**config.mk**
```make
export PLATFORM = sky130hd
export DESIGN_NAME = chu_pwm_fade_ctrl
export DESIGN_NICKNAME = d
export VERILOG_FILES = /design/src/rtl/chu_pwm_fade_ctrl.sv
export SDC_FILE = /design/constraint.sdc
export NUM_CORES = 1
export LEC_CHECK = 0
export CAP_MARGIN = 20
export CORE_UTILIZATION = 55
export CTS_CLUSTER_DIAMETER = 120
export CTS_CLUSTER_SIZE = 40
export DETAILED_ROUTE_END_ITERATION = 10
export GPL_ROUTABILITY_DRIVEN = 0
export PLACE_DENSITY = 0.86
export SYNTH_ARGS = -nofsm -noshare
export SYNTH_HDL_FRONTEND = slang
export SYNTH_SLANG_ARGS = --single-unit
```
**constraint.sdc**
```tcl
create_clock -name clk -period 9.05 [get_ports clk]
set_clock_uncertainty 0.2 [all_clocks]
set_input_delay 1.81 -clock clk [delete_from_list [all_inputs] [get_ports clk]]
set_output_delay 1.81 -clock clk [all_outputs]
set_load 0.02 [all_outputs]
```
**src/rtl/chu_pwm_fade_ctrl.sv**
```systemverilog
// PWM fade controller: ramps each channel's duty toward its target on every interval tick
// and forwards divisor writes to the PWM core. Optional macro: PWM_FADE_READBACK_EN.

module chu_pwm_fade_ctrl #(
   parameter int W = 6,
   parameter int R = 10
) (
   input  logic        clk,
   input  logic        reset_n,
   input  logic        cs,
   input  logic        read,
   input  logic        write,
   input  logic [4:0]  addr,
   input  logic [31:0] wr_data,
   output logic [31:0] rd_data,
   output logic        m_cs,
   output logic        m_write,
   output logic [4:0]  m_addr,
   output logic [31:0] m_wr_data
);

   localparam int DW  = R + 1;
   localparam int AW  = (R + 2 > 10) ? R + 2 : 10;
   localparam int CHW = (W > 1) ? $clog2(W) : 1;
   localparam logic [R:0]     DUTY_MAX = {1'b1, {R{1'b0}}};
   localparam logic [CHW-1:0] LAST_CH  = CHW'(W - 1);

   typedef enum logic {IDLE, SCAN} state_t;

   function automatic logic [R:0] sat_duty(input logic [31:0] d);
      sat_duty = (d[R:0] > DUTY_MAX) ? DUTY_MAX : d[R:0];
   endfunction

   // Distance-based compare lands exactly on the target instead of overshooting it.
   function automatic logic [R:0] ramp_step(input logic [R:0] cur, input logic [R:0] tgt,
                                            input logic [7:0] step);
      logic [AW-1:0] c, t, s;
      c = AW'(cur);
      t = AW'(tgt);
      s = (step == 8'd0) ? AW'(1) : AW'(step);
      ramp_step = cur;
      if (c < t)      ramp_step = ((t - c) <= s) ? tgt : DW'(c + s);
      else if (c > t) ramp_step = ((c - t) <= s) ? tgt : DW'(c - s);
   endfunction

   state_t         state_q, state_d;
   logic [CHW-1:0] ch_q, ch_d;
   logic [31:0]    div_q, div_d;
   logic           en_q, en_d;
   logic [23:0]    rate_q, rate_d;
   logic           ovr_q, ovr_d;
   logic [15:0]    cnt_q, cnt_d;
   logic [R:0]     cur_q [W];
   logic [R:0]     cur_d [W];
   logic [R:0]     tgt_q [W];
   logic [R:0]     tgt_d [W];
   logic           m_cs_q, m_cs_d;
   logic [4:0]     m_addr_q, m_addr_d;
   logic [31:0]    m_data_q, m_data_d;

   logic           wr_en, fwd, tick, upd, busy;
   logic [15:0]    interval;
   logic [7:0]     step;
   logic [R:0]     cur_sel, tgt_sel, cur_new;

   always_comb begin
      wr_en    = cs & write;
      fwd      = wr_en & (addr == 5'h00);
      interval = rate_q[15:0];
      step     = rate_q[23:16];
      tick     = en_q & (cnt_q == interval);
      cnt_d    = en_q ? ((cnt_q == interval) ? 16'd0 : cnt_q + 16'd1) : 16'd0;
      div_d    = fwd ? wr_data : div_q;
      en_d     = en_q;
      rate_d   = rate_q;
      ovr_d    = ovr_q;
      if (wr_en && addr == 5'h01) begin
         en_d = wr_data[0];
         if (wr_data[2]) ovr_d = 1'b0;
      end
      if (wr_en && addr == 5'h02) rate_d = wr_data[23:0];
      // A tick during a pass is dropped; flagging it wins over a same-cycle clear.
      if (tick && state_q == SCAN) ovr_d = 1'b1;
      for (int i = 0; i < W; i++) begin
         tgt_d[i] = tgt_q[i];
         if (wr_en && addr == 5'(16 + i)) tgt_d[i] = sat_duty(wr_data);
      end
   end

   always_comb begin
      cur_sel = '0;
      tgt_sel = '0;
      busy    = 1'b0;
      for (int i = 0; i < W; i++) begin
         if (ch_q == CHW'(i)) begin
            cur_sel = cur_q[i];
            tgt_sel = tgt_q[i];
         end
         if (cur_q[i] != tgt_q[i]) busy = 1'b1;
      end
   end

   // FSM: state register
   always_ff @(posedge clk or negedge reset_n) begin
      if (!reset_n) begin
         state_q <= IDLE;
         ch_q    <= '0;
      end else begin
         state_q <= state_d;
         ch_q    <= ch_d;
      end
   end

   // FSM: next state; a divisor forward freezes the scan position for one cycle
   always_comb begin
      state_d = state_q;
      ch_d    = ch_q;
      case (state_q)
         IDLE: begin
            if (tick) begin
               state_d = SCAN;
               ch_d    = '0;
            end
         end
         SCAN: begin
            if (!fwd) begin
               if (ch_q == LAST_CH) begin
                  state_d = IDLE;
                  ch_d    = '0;
               end else begin
                  ch_d = ch_q + 1'b1;
               end
            end
         end
         default: state_d = IDLE;
      endcase
   end

   // FSM: outputs and channel update
   always_comb begin
      upd      = (state_q == SCAN) & ~fwd;
      cur_new  = ramp_step(cur_sel, tgt_sel, step);
      m_cs_d   = fwd;
      m_addr_d = '0;
      m_data_d = '0;
      if (fwd) begin
         m_data_d = wr_data;
      end else if (upd && cur_new != cur_sel) begin
         m_cs_d   = 1'b1;
         m_addr_d = {1'b1, 4'(ch_q)};
         m_data_d = 32'(cur_new);
      end
      for (int i = 0; i < W; i++) begin
         cur_d[i] = cur_q[i];
         if (upd && ch_q == CHW'(i)) cur_d[i] = cur_new;
      end
   end

   always_ff @(posedge clk or negedge reset_n) begin
      if (!reset_n) begin
         div_q    <= '0;
         en_q     <= 1'b0;
         rate_q   <= '0;
         ovr_q    <= 1'b0;
         cnt_q    <= '0;
         m_cs_q   <= 1'b0;
         m_addr_q <= '0;
         m_data_q <= '0;
         for (int i = 0; i < W; i++) begin
            cur_q[i] <= '0;
            tgt_q[i] <= '0;
         end
      end else begin
         div_q    <= div_d;
         en_q     <= en_d;
         rate_q   <= rate_d;
         ovr_q    <= ovr_d;
         cnt_q    <= cnt_d;
         m_cs_q   <= m_cs_d;
         m_addr_q <= m_addr_d;
         m_data_q <= m_data_d;
         for (int i = 0; i < W; i++) begin
            cur_q[i] <= cur_d[i];
            tgt_q[i] <= tgt_d[i];
         end
      end
   end

   assign m_cs      = m_cs_q;
   assign m_write   = m_cs_q;
   assign m_addr    = m_addr_q;
   assign m_wr_data = m_data_q;

   always_comb begin
      rd_data = '0;
      if (cs & read) begin
         case (addr)
            5'h00:   rd_data = div_q;
            5'h01:   rd_data = {31'd0, en_q};
            5'h02:   rd_data = {8'd0, rate_q};
            5'h03:   rd_data = {30'd0, ovr_q, busy};
            default: rd_data = '0;
         endcase
`ifdef PWM_FADE_READBACK_EN
         for (int i = 0; i < W; i++) begin
            if (addr == 5'(16 + i)) rd_data = 32'(cur_q[i]);
         end
`endif
      end
   end

endmodule

```
---- After elaboration in Yosys (flattened, before gate mapping) ----
Cells that the tools add are included.
word-level totals
  register bits ........................... 248
  bits of input ports ..................... 42
  output and inout port bits .............. 71
  logic and storage cells ................. 132
cells by class
  add/subtract/negate cells ............... 6
  $lt $le $gt $ge ......................... 5
  eq/ne operators ......................... 24
  muxes and demuxes ....................... 45
  bitwise logic cells ..................... 7
  reduce and logical (&&, ||, !) cells .... 23
operators with widths
  cell                                                    count
  2-to-1 mux 11 bit                                       18
  case mux 32 bit (4 select lines)                        1
  inequality test 11 bit                                  7
  2-to-1 mux 32 bit                                       2
  2-to-1 mux 16 bit                                       2
  == test 5 bit (second input constant)                   6
  less-or-equal comparator 12 x 8 -> 1 bit                2
  subtractor 11 x 11 -> 12 bit                            2
  adder 16 x 1 -> 16 bit (second input constant)          1
  == test 16 bit                                          1
  logical AND 1 bit                                       16
  2-to-1 mux 1 bit                                        14
  adder 11 x 8 -> 11 bit                                  1
  greater-than comparator 11 bit                          1
  greater-than comparator 11 bit (second input constant)  1
  < comparator 11 bit                                     1
  subtractor 11 x 8 -> 11 bit                             1
  == test 5 x 2 -> 1 bit (second input constant)          2
  2-to-1 mux 5 bit                                        2
  2-to-1 mux 3 bit                                        3
  logical NOT 8 bit                                       1
  2-to-1 mux 8 bit                                        1
  == test 3 x 2 -> 1 bit (second input constant)          2
  == test 3 bit (second input constant)                   2
  12 further kinds                                        20

---- Depth between registers and ports, before layout ----
Gate-level depths: netlist of run 1.
  depth after elaboration ................. 16
  depth in mapped cells ................... 36
  mapped depth without buffers ............ 28

---- Least setup slack after synthesis of run 1 ----
No wires, ideal clock.
  path kind ............................... flip-flop to flip-flop
  from .................................... register ch_q[0]
  to ...................................... register m_data_q[10] (netlist: m_wr_data[10])
  setup time .............................. 121 ps
  arrival time ............................ 6816 ps
  required time ........................... 8729 ps
  slack ................................... 1913 ps
  stages on the path, launching flop included .. 36
  buffers on the path ..................... 8
  clock period less this slack ............ 7137 ps
  path through ............................ dfrtp_1 > buf_2 > inv_2 > clkbuf_1 > nor2_1 > ha_1 > nor2_1 > clkbuf_1 > clkbuf_1 > o21ai_0 > o31ai_1 > o221ai_1 > inv_1 > ha_1 > nor2b_1 > o21ai_1 > nand2_1 > a21o_1 > a21oi_1 > xnor2_1 > ha_1 > a21oi_1 > o21ai_0 > o22a_1 > nor4_2 > and2_1 > buf_2 > buf_4 > mux2i_1 > xnor2_1 > nand3b_1 > o2bb2ai_1 > or4b_1 > buf_2 > buf_6 > a22o_1
between the ends
  word-level cells in the longest chain between the ends .. 16
  elaborated cells on any way between the ends .. 34
  those cells by class .................... 4 x add/sub; 4 x order compare; 6 x eq/ne; 18 x mux; 2 x reduce/logical
ends and longest elaborated chain
  what                                      RTL line  text
  start, declared                           47        logic [CHW-1:0] ch_q, ch_d;
  start signal, assigned                    110       ch_q <= ch_d;
  logical NOT 3 bit                         95        if (ch_q == CHW'(i)) begin
  2-to-1 mux 11 bit (6 in a row)            95
  subtractor 11 x 11 -> 12 bit              43        else if (c > t) ramp_step = ((c - t) <= s) ? tgt : DW'(c - s);
  less-or-equal comparator 12 x 8 -> 1 bit  43
  2-to-1 mux 11 bit (2 in a row)            43
  2-to-1 mux 11 bit                         42        if (c < t) ramp_step = ((t - c) <= s) ? tgt : DW'(c + s);
  inequality test 11 bit                    148       end else if (upd && cur_new != cur_sel) begin
  logical AND 1 bit                         148
  2-to-1 mux 11 bit *                       148
  2-to-1 mux 32 bit *                       146       if (fwd) begin
  via m_data_d[10]                          59        logic [31:0] m_data_q, m_data_d;
  end signal, assigned                      181       m_data_q <= m_data_d;
  end, declared                             59
The timed path passes the listed nets; every way through them passes the cells marked *.
A chain may end at the register's enable or synchronous reset.

---- Final worst setup path of run 1 ----
  from .................................... register ch_q[0]
  to ...................................... register m_data_q[7] (netlist: m_wr_data[7])
Same word-level chain as after synthesis.

==> flow_summary.toml, run 1 <==
[setup_path]
crit_arrival_ns = 8.54
end_kind = "flip-flop"
cp-start-kind = "flip-flop"
crit_fanout = 36
crit_type = "reg2reg"
required_ns = 9.26

[sta]
tightest_slew_ns = 1.00
hold_slack_ns = 0.289
fmax_mhz = 120
slew_violations = 0
finalSetupViolCount = 0
layout_setup_ws_ns = 0.718
period_needed_ns = 8.33
min_period_over_period_pct = 92.1
grt_setup_unrepaired = "no"
relSlewSlack_pct = 33.2
tns_ns = 0
final_hold_viol_count = 0

[synthesis]
syn_avg_cell_area_sq_um = 9.48
synth_edf_count = 0
ys_types = 84
synth_top_cell_area_share_pct = 42.2
synth_ff_type = "dfrtp_1"
yosysMostFrequentCell = "dfrtp_1"
synth_nets = 1645
synth_largest_area_cell = "dfrtp_1"
syn_area_sq_um = 14600
synth-seq-area-share_pct = 42.2
synthTopCellsByCount = "247 x dfrtp_1, 182 x nand2_1, 124 x o21ai_0"
async_reset_ff_share_pct = 100
ys_top_cells_by_area = "dfrtp_1 42%, mux2_2 7.3%, xnor2_1 4.7%"
ys_seq_elements = 247
yosys_warnings = 0
netlist_instances = 1544

[placed_design]
post-place-ws_ns = 1.09
dpl.hpwl_mm = 31.3
io_buffers = 111

[clock_network]
clockRootBuffer = "clkbuf_16"
cts_resized = 0
cts_sinks = 247
cts_hold_buf = 0
clk_pin_slew_ns = 0.14
insertion_delay_ns = 0.51
cts_buffers = 10
cts_tree = "done"
postCtsSetupBuffers = 0
clk_path_buf_depth = 3
ctsHtreeMaxLevel = 1

[global_route]
grt_pass1_vias = 12136
overflow = 0
grt_usage_pct = 31.8
grt_max_degree = 95
grt_pass1_wl_mm = 67.2
grt_antenna_before_repair = 0

[floorplanning]
die_area_sq_um = 27300
die_height_um = 165
core_area_sq_um = 26100
start_util_pct = 56.2
rows = 59
pin_count = 113
die_w_um = 165

[run_status]
status = "finished, final reports clean"

[route]
route.detailed.drc = 0
vias_per_cell = 6.42
vias = 12467
final_antenna_net_count = 0
drtPass1Iterations = 6
wl_mm = 42.9
post_drt_wl_per_cell_um = 22.1
first_iter_violations = 1590

[cells_and_area]
utilization_pct = 62.7
layout.nets = 1706
regArea_sq_um = 6180
drive_above_1_share_pct = 10.0
fillCellCount = 2046
n_antenna_cell = 0
area_delta_synth_final_pct = 11.6
multiInputGateArea_sq_um = 7900

[run]
drv_cap = 0

[min_path]
worstHoldPathType = "reg2reg"
-- worst max-delay path, cell delays in order, from the launching register on --
cell	delay [ns]
dfrtp_1	0.39
buf_4	0.44
nor2b_1	0.70
nand2_1	0.34
o221ai_1	0.71
inv_1	0.35
ha_1	0.42
nor2b_1	0.16
o21ai_1	0.15
nand2_1	0.13
a21o_1	0.19
a21oi_1	0.17
xnor2_1	0.14
ha_1	0.28
a21oi_1	0.16
o21ai_0	0.12
o22a_1	0.21
nor4_2	0.34
and2_1	0.56
nor4_1	0.17
a311oi_1	0.36
a31o_1	0.16
o2111ai_1	0.11
or4b_1	0.89
a22o_1	0.35
-- per-stage QoR --
step,cells,area [sq um]
6_report,1941,16300
3_5_place_dp,1922,16000
2_1_floorplan,1544,14600
3_3_place_gp,1922,16000
4_1_cts,1935,16300
5_1_grt,1941,16300
-- flip-flops by register name (all words and copies together) (netlist names), 3 cells and up --
| register | cells |
|---|---|
| m_addr | 4 |
| cur_q | 66 |
| div_q | 32 |
| rate_q | 24 |
| m_wr_data | 32 |
| cnt_q | 16 |
| tgt_q | 66 |
| ch_q | 3 |
-- final timing paths --
path | to | cells after the start | start | slack, ns
setup / recovery | m_wr_data[7]$_DFF_PN0_ | 24 | ch_q[0]$_DFFE_PN0P_ | 0.72
hold / removal | div_q[26]$_DFFE_PN0P_ | 1 | div_q[26]$_DFFE_PN0P_ | 0.29
setup reg to reg | m_wr_data[7]$_DFF_PN0_ | 24 | ch_q[0]$_DFFE_PN0P_ | 0.72
hold reg to reg | div_q[26]$_DFFE_PN0P_ | 1 | div_q[26]$_DFFE_PN0P_ | 0.29
max in group asynchronous | cur_q[51]$_DFFE_PN0P_ | 2 | reset_n | 6.05
min in group asynchronous | m_wr_data[23]$_DFF_PN0_ | 1 | reset_n | 1.06
-- layer usage --
| layer | vias to the layer above | GRT usage (%) | part of all wire [%] |
|---|---|---|---|
| met5 | - | 0 | 0 |
| met2 | 746 | 49.5 | 46 |
| met3 | 173 | 6.19 | 9.2 |
| li1 | 5496 | - | - |
| met4 | 0 | 13.2 | 4.4 |
| met1 | 6052 | 43.4 | 41 |
-- layout make-up --
class                      instances  area share [%]
clock buffer                      11            1.68
clock inverter                     2           0.253
inverter                          48            1.10
multi-input combinational       1157            48.3
sequential                       247            37.8
tap                              335            2.56
timing repair buffer             141            8.25
-- layout by cell type (no fill, tap or decap), types with 20 or more instances in the layout --
master	netlist	final
buf_4	3	29
mux2i_1	21	21
nand2_1	182	182
inv_1	46	46
o21ai_0	124	124
nor2_1	108	108
xor2_1	53	53
clkdlybuf4s50_1	0	110
nand4_1	20	20
nand3_1	25	25
a22oi_1	25	25
dfrtp_1	247	247
a21o_1	29	29
ha_1	55	55
xnor2_1	79	79
a21oi_1	65	65
mux2_2	95	95
nor2b_1	25	25
and2_1	38	38
-- kinds of logic after synthesis --
kind of cell               Yosys count  synth area share, %
DFF                                247                 42.2
adders and majority gates           59                 5.25
buffers and inverters              140                 3.93
muxes                              118                 8.97
and+or+nand+nor                    480                 15.4
xor gates and xnor gates           132                 7.90
other                                1               0.0256
AOI/OAI and AO/OA                  367                 16.3
Power of run 1 is left out: the tool's default activity adds up to more than one toggle a clock period on the data nets, which glitch-free logic cannot reach.
==> inputs of run 2 (changes only) <==
- DONT_BUFFER_PORTS: not set -> 1
- PLACE_DENSITY: 0.86 -> 0.8
==> run 2 against run 1 <==
  * Worst setup slack improved by 0.15 ns
  * First-iteration DRC count fell by 2.4%
  * Via count shrank 5.6%
  * Count of clock-buffer cells in the layout stayed put
  * Sequential cell count did not move
  * Worst hold slack got worse by 0.0023 ns
  * Highest routed layer unchanged
==> flow_summary.toml, run 2 (same netlist as run 1, synthesis figures left out) <==
[run_status]
status = "finished, final reports clean"

[cells_and_area]
biggestRegsByFlops = "cur_q: 66 flops, tgt_q: 66 flops"
final_common_cell = "dfrtp_1"
final_cell_mix = "247 x dfrtp_1, 182 x nand2_1, 124 x o21ai_0, 108 x nor2_1, 95 x mux2_2"
layout.nets = 1591
drive_above_1_share_pct = 10.5
n_antenna_cell = 0
fillCellCount = 2232
area_delta_synth_final_pct = 3.75

[global_route]
grt_usage_pct = 30.5
overflow = 0
grt_antenna_before_repair = 0
grt_pass1_vias = 11271
grt_max_degree = 248
grt_pass1_wl_mm = 64.3

[sta]
period_needed_ns = 8.18
tightest_slew_ns = 1.14
relSlewSlack_pct = 24.0
grt_setup_unrepaired = "no"
fmax_mhz = 122
slew_violations = 0
tns_ns = 0
final_hold_viol_count = 0
min_period_over_period_pct = 90.4
finalSetupViolCount = 0

[setup_path]
worst-r2r-setup-slack_ns = 0.87
end_kind = "flip-flop"
r2r-start = "ch_q[2]$_DFFE_PN0P_"
reg2reg_to = "m_wr_data[4]$_DFF_PN0_"
crit_type = "reg2reg"
critPathLaunch = "ch_q[2]$_DFFE_PN0P_"
slowest_delay_ns = 0.80
reg2reg_depth = 28
cp-start-kind = "flip-flop"
slowest_stage = "or4b_1"
crit_fanout = 23
required_ns = 9.25
cpMostUsedCell = "a21oi_1"
crit_arrival_ns = 8.38

[min_path]
hold_path_end = "div_q[31]$_DFFE_PN0P_"
whs_path_depth = 1
worstHoldPathType = "reg2reg"
hp-start = "div_q[31]$_DFFE_PN0P_"

[route]
route.detailed.drc = 0
routed.top_layer = "met4"
final_antenna_net_count = 0
post_drt_wl_per_cell_um = 22.7
vias = 11770
drtPass1Iterations = 9
route.met3.wl_mm = 3.70
vias_per_cell = 6.45
wl_met2_mm = 18.9
first_iter_violations = 1552
wl_met1_mm = 17.1
wl_mm = 41.4

[placed_design]
io_buffers = 0
dpl.hpwl_mm = 30.2

[clock_network]
postCtsSetupBuffers = 0
clk_path_buf_depth = 3
cts_buffers = 10
cts_resized = 0
cts_sinks = 247
cts_tree = "done"
ctsHtreeMaxLevel = 1
insertion_delay_ns = 0.51
clk_pin_slew_ns = 0.14
clockRootBuffer = "clkbuf_16"
cts_hold_buf = 0

[floorplanning]
start_util_pct = 56.2
rows = 59
core_area_sq_um = 26100
pin_count = 113
die_area_sq_um = 27300
die_w_um = 165
die_height_um = 165

[run]
drv_cap = 0
[run 2: changes by cell type in the layout (fill, tap and decap cells not counted)]
cell	delta
buf_4	-3
inv_6	+1
clkdlybuf4s50_1	-110
buf_8	-2
inv_8	-1
[run 2: critical path, delay by kind of cell, from the launching register on]
kind            cells  cell delay (ns)
mux                 1             0.38
buf+inv             6             1.18
simple gates        4             1.65
xor+xnor            1             0.16
flops               1             0.60
compound gates     13             3.04
fa+ha+maj           3             0.83
[run 2: through the flow]
stage	setup slack [ns]	std cells	util, %	hold WS (ns)	area [sq um]
5_1_grt	0.457	1826	58.3	0.309	15200
3_3_place_gp	1.47	1813	57.1	0.250	14900
4_1_cts	1.17	1826	58.3	0.289	15200
3_5_place_dp	1.20	1813	57.1	0.258	14900
6_report	0.870	1826	58.3	0.287	15200
2_1_floorplan	1.91	1544	-	0.238	14600
[run 2: layout make-up]
type | count | area (sq um) | area share (%)
clock buffer | 11 | 275 | 1.81
clock inverter | 2 | 38.8 | 0.255
inverter | 48 | 180 | 1.19
multi-input combinational | 1157 | 7900 | 52.0
sequential | 247 | 6180 | 40.7
tap | 335 | 419 | 2.76
timing repair buffer | 26 | 195 | 1.28
[run 2: per-layer routing]
layer  up-vias  track usage (%)
met5         -                0
met4         0             11.3
met3       118             5.07
met2       647             47.1
met1      5751             43.1
li1       5254                -
[run 2: how the worst max path moves through the flow]
stage               slack, ns                 endpoint
global route             0.46   m_wr_data[4]$_DFF_PN0_
finish                   0.87   m_wr_data[4]$_DFF_PN0_
global placement         1.47   m_wr_data[7]$_DFF_PN0_
detailed placement       1.20   m_wr_data[8]$_DFF_PN0_
floorplan                1.91  m_wr_data[10]$_DFF_PN0_
CTS                      1.17   m_wr_data[4]$_DFF_PN0_
Power of run 2 is left out for the same reason.
